**config.mk**
```make
export PLATFORM = sky130hd
export DESIGN_NAME = arm7tdmi_block_xfer_seq
export DESIGN_NICKNAME = d
export VERILOG_FILES = /design/src/rtl/arm7tdmi_block_xfer_seq.sv
export SDC_FILE = /design/constraint.sdc
export NUM_CORES = 1
export LEC_CHECK = 0
export CAP_MARGIN = 10
export CORE_UTILIZATION = 49
export DETAILED_ROUTE_END_ITERATION = 16
export GPL_TIMING_DRIVEN = 0
export PLACE_DENSITY = 0.83
export SKIP_LAST_GASP = 1
export SYNTH_ARGS = -nofsm -noshare
export SYNTH_HDL_FRONTEND = slang
export SYNTH_SLANG_ARGS = --single-unit
```
**constraint.sdc**
```tcl
create_clock -name clk_i -period 11.35 [get_ports clk_i]
set_clock_uncertainty 0.2 [all_clocks]
set_input_delay 2.8375 -clock clk_i [delete_from_list [all_inputs] [get_ports clk_i]]
set_output_delay 2.8375 -clock clk_i [all_outputs]
set_load 0.01 [all_outputs]
```
**src/rtl/arm7tdmi_block_xfer_seq.sv**
```systemverilog
// ---------------------------------------------------------------------------
// arm7tdmi_block_xfer_seq
//
// Block data transfer sequencer for ARM LDM/STM. The execute stage launches it
// with the decoded P/U/S/W/L bits, the base register (index and value) and the
// 16-bit register list. It then runs one word transfer per listed register
// on the memory bus. Stores read the register file and loads write it. It
// ends with a one-cycle FINISH state that carries the optional base
// writeback. The execute stage stalls while busy_o is high.
//
// Parameters
//   ADDR_WIDTH      width of memory addresses and base/writeback values
//   EMPTY_LIST_R15  1: an empty list transfers R15 only and moves the base by
//                      0x40 (ARMv4 behaviour)
//                   0: an empty list completes with no transfer, no writeback
//
// Optional feature macro: ARM7_LDM_USER_BANK_EN
//   defined   -> S bit drives rf_user_bank_o (user-bank transfer) and
//                spsr_restore_o (LDM with R15 and S: SPSR -> CPSR)
//   undefined -> S bit ignored, both outputs tied low
//
// Ports
//   clk_i, rst_i          clock, synchronous active-high reset
//   start_i               single-cycle launch, ignored while busy_o=1
//   base_addr_i           Rn value, sampled on start
//   base_reg_i            Rn index
//   reg_list_i            instruction bits [15:0]
//   p/u/s/w/l_bit_i       pre-index, up, PSR/user, writeback, load
//   busy_o                high from the cycle after start through FINISH
//   done_o                one-cycle pulse in FINISH
//   pc_load_o             with done_o when a load wrote R15
//   mem_req_o/addr_o/we_o/wdata_o, mem_ready_i/rdata_i   memory handshake
//   rf_raddr_o/rf_rdata_i                      same-cycle register read
//   rf_we_o/waddr_o/wdata_o                    register write
//   rf_user_bank_o                             force user-bank access
//   wb_en_o/wb_data_o                          base writeback
//   spsr_restore_o                             request SPSR -> CPSR copy
// ---------------------------------------------------------------------------
module arm7tdmi_block_xfer_seq #(
  parameter int ADDR_WIDTH     = 32,
  parameter bit EMPTY_LIST_R15 = 1'b1
) (
  input  logic                  clk_i,
  input  logic                  rst_i,

  input  logic                  start_i,
  input  logic [ADDR_WIDTH-1:0] base_addr_i,
  input  logic [3:0]            base_reg_i,
  input  logic [15:0]           reg_list_i,
  input  logic                  p_bit_i,
  input  logic                  u_bit_i,
  input  logic                  s_bit_i,
  input  logic                  w_bit_i,
  input  logic                  l_bit_i,

  output logic                  busy_o,
  output logic                  done_o,
  output logic                  pc_load_o,

  output logic                  mem_req_o,
  output logic [ADDR_WIDTH-1:0] mem_addr_o,
  output logic                  mem_we_o,
  output logic [31:0]           mem_wdata_o,
  input  logic                  mem_ready_i,
  input  logic [31:0]           mem_rdata_i,

  output logic [3:0]            rf_raddr_o,
  input  logic [31:0]           rf_rdata_i,
  output logic                  rf_we_o,
  output logic [3:0]            rf_waddr_o,
  output logic [31:0]           rf_wdata_o,
  output logic                  rf_user_bank_o,

  output logic                  wb_en_o,
  output logic [ADDR_WIDTH-1:0] wb_data_o,
  output logic                  spsr_restore_o
);

  typedef enum logic [1:0] {
    ST_IDLE   = 2'd0,
    ST_XFER   = 2'd1,
    ST_FINISH = 2'd2
  } state_e;

  localparam logic [ADDR_WIDTH-1:0] WORD       = ADDR_WIDTH'(4);
  localparam logic [ADDR_WIDTH-1:0] EMPTY_SPAN = ADDR_WIDTH'(7'h40);

  // -------------------------------------------------------------------------
  // Helpers
  // -------------------------------------------------------------------------
  function automatic logic [4:0] popcount16(input logic [15:0] m);
    popcount16 = '0;
    for (int i = 0; i < 16; i++) begin
      popcount16 = popcount16 + 5'(m[i]);
    end
  endfunction

  // Index of the lowest set bit; scanning downwards lets the lowest one win.
  function automatic logic [3:0] lowest_set(input logic [15:0] m);
    lowest_set = 4'd0;
    for (int i = 15; i >= 0; i--) begin
      if (m[i]) lowest_set = 4'(i);
    end
  endfunction

  // -------------------------------------------------------------------------
  // State
  // -------------------------------------------------------------------------
  state_e                  state_q,     state_d;
  logic [15:0]             mask_q,      mask_d;      // registers still to move
  logic [ADDR_WIDTH-1:0]   addr_q,      addr_d;      // current transfer address
  logic [ADDR_WIDTH-1:0]   wb_data_q,   wb_data_d;
  logic                    load_q,      load_d;
  logic                    wb_allow_q,  wb_allow_d;
  logic                    pc_load_q,   pc_load_d;
  logic                    user_bank_q, user_bank_d;
  logic                    spsr_q,      spsr_d;

  // -------------------------------------------------------------------------
  // Launch-time decode (only consumed in IDLE on start)
  // -------------------------------------------------------------------------
  logic                  list_empty;
  logic [15:0]           eff_list;
  logic [ADDR_WIDTH-1:0] span;
  logic [ADDR_WIDTH-1:0] start_addr;
  logic [ADDR_WIDTH-1:0] wb_value;
  logic                  user_bank_start;
  logic                  spsr_start;

  assign list_empty = (reg_list_i == 16'h0000);
  assign eff_list   = (list_empty && EMPTY_LIST_R15) ? 16'h8000 : reg_list_i;
  // An empty list always spans 16 words, regardless of EMPTY_LIST_R15; when
  // that parameter is 0 the span is never used because nothing transfers.
  assign span       = list_empty ? EMPTY_SPAN
                                 : ADDR_WIDTH'({popcount16(reg_list_i), 2'b00});

  // Transfers always run upwards, so descending modes start at the bottom of
  // the block: DA ends at the base, DB ends one word below it.
  always_comb begin
    if (u_bit_i) begin
      start_addr = p_bit_i ? (base_addr_i + WORD) : base_addr_i;
    end else begin
      start_addr = p_bit_i ? (base_addr_i - span) : (base_addr_i - span + WORD);
    end
  end

  assign wb_value = u_bit_i ? (base_addr_i + span) : (base_addr_i - span);

`ifdef ARM7_LDM_USER_BANK_EN
  // LDM with R15 and S restores CPSR and uses the current bank; every other
  // S-form transfers the user-bank registers.
  assign user_bank_start = s_bit_i && !(l_bit_i && eff_list[15]);
  assign spsr_start      = s_bit_i &&  l_bit_i && eff_list[15];
`else
  logic unused_s_bit;
  assign unused_s_bit    = s_bit_i;
  assign user_bank_start = 1'b0;
  assign spsr_start      = 1'b0;
`endif

  // -------------------------------------------------------------------------
  // Next-state logic
  // -------------------------------------------------------------------------
  always_comb begin
    // NOTE: every variable gets a default before the case so no path leaves
    // one unassigned, which would infer a latch.
    state_d     = state_q;
    mask_d      = mask_q;
    addr_d      = addr_q;
    wb_data_d   = wb_data_q;
    load_d      = load_q;
    wb_allow_d  = wb_allow_q;
    pc_load_d   = pc_load_q;
    user_bank_d = user_bank_q;
    spsr_d      = spsr_q;

    unique case (state_q)
      ST_IDLE: begin
        if (start_i) begin
          mask_d      = eff_list;
          addr_d      = start_addr;
          wb_data_d   = wb_value;
          load_d      = l_bit_i;
          // A load that includes Rn keeps the loaded value, not the writeback.
          wb_allow_d  = w_bit_i && !(l_bit_i && eff_list[base_reg_i])
                        && (eff_list != 16'h0000);
          pc_load_d   = l_bit_i && eff_list[15];
          user_bank_d = user_bank_start;
          spsr_d      = spsr_start;
          state_d     = (eff_list == 16'h0000) ? ST_FINISH : ST_XFER;
        end
      end

      ST_XFER: begin
        if (mem_ready_i) begin
          // m & (m-1) clears exactly the lowest set bit, i.e. the register
          // that just completed.
          mask_d = mask_q & (mask_q - 16'd1);
          addr_d = addr_q + WORD;
          if ((mask_q & (mask_q - 16'd1)) == 16'h0000) begin
            state_d = ST_FINISH;
          end
        end
      end

      ST_FINISH: begin
        state_d = ST_IDLE;
      end

      default: begin
        state_d = ST_IDLE;
      end
    endcase
  end

  // -------------------------------------------------------------------------
  // State register
  // -------------------------------------------------------------------------
  always_ff @(posedge clk_i) begin
    // NOTE: non-blocking assignments so every register samples the values
    // from before this edge, independent of statement order.
    if (rst_i) begin
      // NOTE: all state is reset, including the datapath registers, because
      // wb_data_o is visible while idle and must read 0 out of reset.
      state_q     <= ST_IDLE;
      mask_q      <= '0;
      addr_q      <= '0;
      wb_data_q   <= '0;
      load_q      <= 1'b0;
      wb_allow_q  <= 1'b0;
      pc_load_q   <= 1'b0;
      user_bank_q <= 1'b0;
      spsr_q      <= 1'b0;
    end else begin
      state_q     <= state_d;
      mask_q      <= mask_d;
      addr_q      <= addr_d;
      wb_data_q   <= wb_data_d;
      load_q      <= load_d;
      wb_allow_q  <= wb_allow_d;
      pc_load_q   <= pc_load_d;
      user_bank_q <= user_bank_d;
      spsr_q      <= spsr_d;
    end
  end

  // -------------------------------------------------------------------------
  // Outputs
  // -------------------------------------------------------------------------
  // Outputs are qualified with !rst_i so a reset aborts the current transfer
  // in the very cycle it is asserted: no register write or writeback slips out.
  logic       in_xfer;
  logic       in_finish;
  logic [3:0] cur_reg;

  assign in_xfer   = (state_q == ST_XFER)   && !rst_i;
  assign in_finish = (state_q == ST_FINISH) && !rst_i;
  assign cur_reg   = lowest_set(mask_q);

  always_comb begin
    busy_o         = 1'b0;
    done_o         = 1'b0;
    pc_load_o      = 1'b0;
    mem_req_o      = 1'b0;
    mem_addr_o     = '0;
    mem_we_o       = 1'b0;
    mem_wdata_o    = '0;
    rf_raddr_o     = '0;
    rf_we_o        = 1'b0;
    rf_waddr_o     = '0;
    rf_wdata_o     = '0;
    rf_user_bank_o = 1'b0;
    wb_en_o        = 1'b0;
    wb_data_o      = '0;
    spsr_restore_o = 1'b0;

    if (!rst_i) begin
      busy_o    = (state_q != ST_IDLE);
      wb_data_o = wb_data_q;
    end

    if (in_xfer) begin
      mem_req_o      = 1'b1;
      mem_addr_o     = addr_q;
      mem_we_o       = !load_q;
      rf_user_bank_o = user_bank_q;
      if (load_q) begin
        if (mem_ready_i) begin
          rf_we_o    = 1'b1;
          rf_waddr_o = cur_reg;
          rf_wdata_o = mem_rdata_i;
        end
      end else begin
        rf_raddr_o  = cur_reg;
        mem_wdata_o = rf_rdata_i;
      end
    end

    if (in_finish) begin
      done_o         = 1'b1;
      wb_en_o        = wb_allow_q;
      pc_load_o      = pc_load_q;
      spsr_restore_o = spsr_q;
    end
  end

endmodule

```
==> summary.md, run 1 <==
| Metric | Value |
|---|---|
| Total track usage | 0.433 |
| Worst rel slew slack | 0.304 |
| Hold Buf Count CTS | 0 |
| Area growth syn-to-layout | 34.4% |
| CTS tree | built |
| Starting Density | 0.503 |
| Fillers | between 1500 and 2000 |
| Clock network power share | 0.193 |
| Period minus WS final | roughly 11000 ps |
| Clk slew on worst S/H paths | around 70 ps |
| Final Cycle Share | 0.946 |
| Via count | approximately 11000 |
| Cts bufs inserted | 9 |
| Fmax | 93.1 MHz |
| Outcome | finished clean |
| Reg-to-reg endpoint | addr_q[27] |
| PortBufs | ~250 |
| Seq cells post-synth | between 80 and 90 |
| Launch point of the worst path | reg_list_i[0] |
| Mapped Avg Cell Area | about 6.8 um^2 |
| Die area | approximately 19000 um^2 |
| Post-cts sizing count | 0 |
| Simple-gate portion of the synthesized area | 0.370 |
| Pint | about 0.00095 W |
| RSZ-0062 raised after global routing | no |
| Setup slack, reg-to-reg | a little over 8000 ps |
| Post-DR vias/cell | around 6.3 |
| Netlist cell types | 76 |
| Clk sinks | 85 |
| Tightest Hold Check Type | reg2reg |
| HPWL Detailed | roughly 33 mm |
| Initial detailed-routing violation count | 1306 |
| Maximum vdd drop | about 190 uV |
| DRT antenna net count | 0 |
| Clk Latency, worst-skew pair | 370 ps |
| Sequential fraction of the synthesis area | 0.188 |
| XOR/XNOR Fraction of Synth Area | 0.0811 |
| First-pass GRT wire length | 63.6 mm |
| Worst-Margin Slew | between 1000 and 1500 ps |
| CP Max Fanout | 10 |
| Fraction of registers with async set/reset | 0 |
| Worst setup EP type | flip-flop |
| Register Area | approximately 1700 um^2 |
| P_leak | ~4.4 nW |
| GP Congestion | approximately 0.98 |
| Grt ovf | 0 |
| Post-Synthesis Cells | between 1000 and 1500 |
| Comb pwr share | 0.591 |
| Die Y | between 100 and 150 um |
| DR DRC count | 0 |
| Reg2reg start | state_q[0] |
| Clk Tree Root Cell | clkbuf_16 |
| CTS max path bufs | 2 |
| # rows | approximately 50 |
| Sw frac | 0.473 |
| Synthesized cell area | between 9000 and 10000 um^2 |
| Post-synth EDFFs | 0 |
| Setup TNS | 0 ps |
| Chip width | between 100 and 150 um |
| Top FF cell, synth | dfxtp_1 |
| Drt total wl | 42.4 mm |
| Startpoint Class | input pin |
| Worst Setup EP | addr_q[24] |
| H-Tree Depth | 3 |
| Final net count | ~1700 |
| Drt first pass iters | 5 |
| Synth Area in Compound Gates | 0.218 |
| FF-to-FF path depth | 9 |
| Maxcap violations | 0 |
| Crit path required time | 11380 ps |
| Multi-input combinational cell area | 6780 um^2 |
| Post-synthesis mux area share | 0.0217 |
| Area of the core | ~18000 um^2 |
| PD cells | roughly 150 nW/um^2 |
| Syn. warnings | 0 |
| WP data arrival | roughly 11000 ps |
| Max-slew violations | 0 |
| Util after Layout | 0.677 |
| Crit path kind | in2reg |
| Initial antenna violation count | 3 |
| Largest net degree at the start of global routing | 17 |
| Setup violators final | 0 |
| Adder-Cell Fraction of Synth Area | 0.0552 |
| Num ports | 270 |
| Vias in the first global route | 10600 |
| Layout cells sized above 1 | 0.0358 |
| # Post-CTS Setup Buffers | 0 |
| Routed WL per cell | 23.2 um |
| Largest family of logic cells by synthesized area | simple AND/OR/NAND/NOR gates |
| Sequential power share | 0.216 |
| Final hold vios | 0 |
| Net load switching power | between 0.0008 and 0.0009 W |
==> power groups by stage <==
stage	clock [W]	combinational, W	sequential, W
after CTS	0.000346	0.00104	0.000388
after floorplan	0	0.000693	0.000381
final	0.000348	0.00107	0.000390
after global routing	0.000358	0.00115	0.000396
after detailed placement	0	0.00103	0.000395
after global placement	0	0.00101	0.000393
==> final cells by class <==
class / instances / area share
multi-input cells: 1087 / 0.556
repair buffers: 248 / 0.204
flip-flops and latches: 85 / 0.140
plain buffers: 101 / 0.0326
well taps: 229 / 0.0235
clock buffers: 9 / 0.0185
inverters: 55 / 0.0169
clock inverters: 7 / 0.00872
diodes: 3 / 0.000616
==> synth_stat cells (37+ instances only) <==
cell / number / area (um^2)
a21oi_1: 113 / 566
and2_1: 107 / 669
clkbuf_1: 86 / 323
dfxtp_1: 85 / 1700
inv_1: 54 / 203
nand2_1: 156 / 586
nand3_1: 45 / 225
nor2_1: 118 / 443
nor2b_1: 37 / 231
nor3_1: 38 / 190
o21ai_0: 60 / 300
xnor2_1: 53 / 464
==> layout by cell type, fill, tap and decap left out, types with 38 or more instances in the layout <==
master             n
clkdlybuf4s50_1  248
nand2_1          156
nor2_1           118
a21oi_1          113
and2_1           107
clkbuf_1          86
dfxtp_1           85
o21ai_0           60
inv_1             54
xnor2_1           53
nand3_1           45
nor3_1            38
==> metal layers <==
layer | part of all wire | GRT usage
met2 | 0.46 | 0.707
met1 | 0.38 | 0.537
met4 | 0.058 | 0.239
met5 | 0.00028 | 0
met3 | 0.11 | 0.0814
==> logic make-up (layout without fill, tap and decap cells) <==
| group | Yosys count | in the layout |
|---|---|---|
| simple gates | 643 | 643 |
| compound gates | 313 | 313 |
| buf+inv | 156 | 420 |
| flops | 85 | 85 |
| xor+xnor | 84 | 84 |
| fa+ha+maj | 33 | 33 |
| mux | 12 | 12 |
| other cells | 1 | 5 |
==> through the flow <==
step,area (um^2),total power [W],cells,hold slack (ps),worst slack [ps]
global route,12200,0.00191,1822,264,189
floorplan,9070,0.00107,1328,227,2310
detailed placement,11800,0.00142,1805,240,511
finish,12200,0.00180,1824,251,610
global placement,11800,0.00140,1805,235,493
CTS,12200,0.00177,1821,253,808
==> worst max-delay path, stage by stage <==
cell and delay, ps:
clkdlybuf4s50_1 560, inv_1 110, fa_1 570, fa_1 450, fa_1 440, fa_1 520
inv_1 70, ha_1 290, a21o_1 180, a21oi_1 190, xnor2_1 160, nand2_1 160
ha_1 320, clkbuf_1 340, nand2b_1 120, a211oi_1 270, clkbuf_1 410, o21ai_0 210
a221oi_2 610, nand4_1 500, o31ai_1 340, nor3b_1 570, mux2i_1 400, o21ai_0 130
==> flip-flops by register name, indices dropped and copies added (netlist names) <==
signal,cells
addr_q,32
load_q,1
mask_q,16
wb_allow_q,1
state_q,2
wb_data_q,32
pc_load_q,1
==> worst min-delay path by stage <==
stage | slack, ps | start | depth (start not counted) | to
finish | 250 | wb_data_q[18] | 2 | wb_data_q[18]
global route | 260 | wb_data_q[13] | 2 | wb_data_q[13]
detailed placement | 240 | wb_data_q[13] | 2 | wb_data_q[13]
global placement | 230 | wb_allow_q | 2 | wb_allow_q
CTS | 250 | addr_q[0] | 2 | addr_q[0]
floorplan | 230 | wb_allow_q | 2 | wb_allow_q
(Power assumes the default switching activity.)
==> run 2, diff against run 1 <==
clock period = 10.5 ns   (was 11.35 ns; I/O delays follow)
==> run 2 against run 1 <==
Register-to-register slack got worse by 850 ps; final cell count unchanged; die area unchanged; clock power increased by 8.6%; wire length increased by 0.26%; critical path depth decreased by 4; worst setup slack got worse by 210 ps; final area increased by 0.14%; critical path type unchanged.
==> summary.md, run 2 (synthesis results as in run 1) <==
| Metric | Value |
|---|---|
| Final hold vios | 0 (unchanged) |
| PortBufs | 248 (unchanged) |
| Setup violators final | 0 (unchanged) |
| Net load switching power | 0.000925 W (was 0.000853 W) |
| Layout cells sized above 1 | 0.0371 (was 0.0358) |
| H-Tree Depth | 3 (unchanged) |
| Crit path max-delay family | adder cells (unchanged) |
| # rows | 49 (unchanged) |
| Grt ovf | 0 (unchanged) |
| Fillers | 1607 (was 1604) |
| Critical path's slowest cell | nor4_1 (was a221oi_2) |
| Vias in the first global route | 10600 (unchanged) |
| Clk Latency, worst-skew pair | 370 ps (about the same) |
| Cts bufs inserted | 9 (unchanged) |
| Setup slack, reg-to-reg | 7230 ps (was 8080 ps) |
| Starting Density | 0.503 (unchanged) |
| Reg2reg start | state_q[0] (unchanged) |
| Hold slack | 251 ps (about the same) |
| Hold Path Depth | 2 (unchanged) |
| Drt total wl | 42.5 mm (was 42.4 mm) |
| Comb pwr share | 0.591 (about the same) |
| Post-DR vias/cell | 6.30 (was 6.29) |
| Fmax | approximately 99 MHz |
| CTS tree | built (unchanged) |
| Post-cts sizing count | 0 (unchanged) |
| Initial antenna violation count | 3 (unchanged) |
| Worst-Margin Slew | 1030 ps (about the same) |
| # Post-CTS Setup Buffers | 0 (unchanged) |
| Max-slew violations | 0 (unchanged) |
| Setup ws final | 397 ps (was 610 ps) |
| Period minus WS final | a little over 10000 ps |
| Top flop regs | addr_q: 32 flops, wb_data_q: 32 flops, mask_q: 16 flops (unchanged) |
| Reg-to-reg endpoint | wb_data_q[9] (was addr_q[27]) |
| PD cells | 160 nW/um^2 (was 148 nW/um^2) |
| FF-to-FF path depth | 7 (was 9) |
| Maximum vdd drop | 210 uV (was 192 uV) |
| Final net count | 1744 (unchanged) |
| Pre-CTS WS | -126 ps (was 511 ps) |
| Die area | 19100 um^2 (unchanged) |
| Clk Tree Root Cell | clkbuf_16 (unchanged) |
| Min-Delay Startpoint | wb_data_q[18] (unchanged) |
| GP Congestion | 0.981 (unchanged) |
| Initial detailed-routing violation count | 1351 (was 1306) |
| Critical path's most frequent cell | fa_1 (unchanged) |
| Most common cell after layout, fill and taps aside | clkdlybuf4s50_1 (unchanged) |
| Die Y | 138 um (unchanged) |
| HPWL Detailed | 33.5 mm (unchanged) |
| Area growth syn-to-layout | 34.6% (was 34.4%) |
| Worst-path cell chain | clkdlybuf4s50_1 -> inv_1 -> fa_1 -> fa_1 -> fa_1 -> fa_1 -> inv_1 -> ha_1 -> fa_1 -> nand2_1 -> fa_1 -> a211o_1 -> a21o_1 -> and2_1 -> nor4_1 -> nand4_1 -> nand2b_4 -> o311ai_1 -> xor2_1 -> a21oi_1 (was clkdlybuf4s50_1 -> inv_1 -> fa_1 -> fa_1 -> fa_1 -> fa_1 -> inv_1 -> ha_1 -> a21o_1 -> a21oi_1 -> xnor2_1 -> nand2_1 -> ha_1 -> clkbuf_1 -> nand2b_1 -> a211oi_1 -> clkbuf_1 -> o21ai_0 -> a221oi_2 -> nand4_1 -> o31ai_1 -> nor3b_1 -> mux2i_1 -> o21ai_0) |
| Pint | 0.00103 W (was 0.000950 W) |
| Sw frac | 0.474 (was 0.473) |
| Maxcap violations | 0 (unchanged) |
| Num ports | 270 (unchanged) |
| Outcome | finished clean (unchanged) |
| Crit path kind | in2reg (unchanged) |
| DRT antenna net count | 0 (unchanged) |
| Crit path required time | 10510 ps (was 11380 ps) |
| Chip width | 138 um (unchanged) |
| Multi-input combinational cell area | 6800 um^2 (was 6780 um^2) |
| Total track usage | 0.433 (unchanged) |
| Worst rel slew slack | 0.301 (was 0.304) |
| Hold Buf Count CTS | 0 (unchanged) |
| Most frequent cells in the layout | clkdlybuf4s50_1 (248), nand2_1 (156), nor2_1 (118) (unchanged) |
| First-pass GRT wire length | 63.6 mm (unchanged) |
| Final Cycle Share | 0.962 |
| Largest net degree at the start of global routing | 17 (unchanged) |
| Worst setup EP type | flip-flop (unchanged) |
| RSZ-0062 raised after global routing | no (unchanged) |
| Via count | 11500 (about the same) |
| CP Depth | 20 (was 24) |
| WHS Endpoint | wb_data_q[18] (unchanged) |
| Area of the core | 18000 um^2 (unchanged) |
| Buf+Inv Stages, Crit Path | 3 (was 5) |
| P_leak | 4.42 nW (was 4.41 nW) |
| Register Area | 1700 um^2 (unchanged) |
| Tightest Hold Check Type | reg2reg (unchanged) |
| Routed WL per cell | 23.3 um (was 23.2 um) |
| Startpoint Class | input pin (unchanged) |
| Sequential power share | 0.216 (about the same) |
| Drt first pass iters | 6 (was 5) |
| Area post-placement | 11800 um^2 (unchanged) |
| CTS max path bufs | 2 (unchanged) |
| WP data arrival | 10110 ps (was 10770 ps) |
| Slowest stage delay, CP | 740 ps (was 610 ps) |
| CP Max Fanout | 7 (was 10) |
| Clock network power share | 0.194 (was 0.193) |
| DR DRC count | 0 (unchanged) |
| Clk slew on worst S/H paths | 70 ps (about the same) |
| Clk sinks | 85 (unchanged) |
| Fin area | 12200 um^2 (about the same) |
run 2: cell counts in the layout (fill, tap and decap cells not counted):
No cell type changed its count.
run 2: layout make-up:
cell class	count	area share
diodes	3	0.000615
plain buffers	101	0.0327
clock buffers	9	0.0184
clock inverters	7	0.00871
inverters	55	0.0169
multi-input cells	1087	0.557
flip-flops and latches	85	0.139
well taps	229	0.0235
repair buffers	248	0.203
run 2: per-layer routing:
metal	track usage	vias to the layer above	part of all wire
li1	-	5179	-
met1	0.537	5309	0.38
met2	0.707	852	0.46
met3	0.0814	157	0.11
met4	0.239	2	0.059
met5	0	-	0.00028
run 2: metrics by stage:
stage	utilization	setup TNS (ps)	total power (W)	cells
after global routing	0.677	0	0.00206	1822
after CTS	0.676	0	0.00191	1821
after global placement	0.657	-144	0.00151	1805
after floorplan	-	0	0.00116	1328
final	0.677	0	0.00195	1824
after detailed placement	0.657	-126	0.00154	1805
run 2: worst max path at each step:
stage                  startpoint    endpoint
floorplan           reg_list_i[0]  addr_q[31]
global placement    reg_list_i[0]  addr_q[24]
detailed placement  reg_list_i[0]  addr_q[24]
CTS                 reg_list_i[0]  addr_q[24]
global route        reg_list_i[0]  addr_q[24]
finish              reg_list_i[0]  addr_q[23]
run 2: power by group through the flow:
stage | clock, W | sequential (W) | combinational (W)
after floorplan | 0 | 0.000411 | 0.000749
after global placement | 0 | 0.000425 | 0.00109
after detailed placement | 0 | 0.000427 | 0.00111
after CTS | 0.000374 | 0.000419 | 0.00112
after global routing | 0.000387 | 0.000428 | 0.00125
final | 0.000378 | 0.000422 | 0.00115
run 2: worst reg2reg max path, cell delays in order, from the launching register on:
cell	delay, ps
dfxtp_1	300
clkbuf_1	230
nor2_1	330
and2_1	270
clkbuf_1	640
clkbuf_1	780
o21ai_0	240
a21oi_1	210
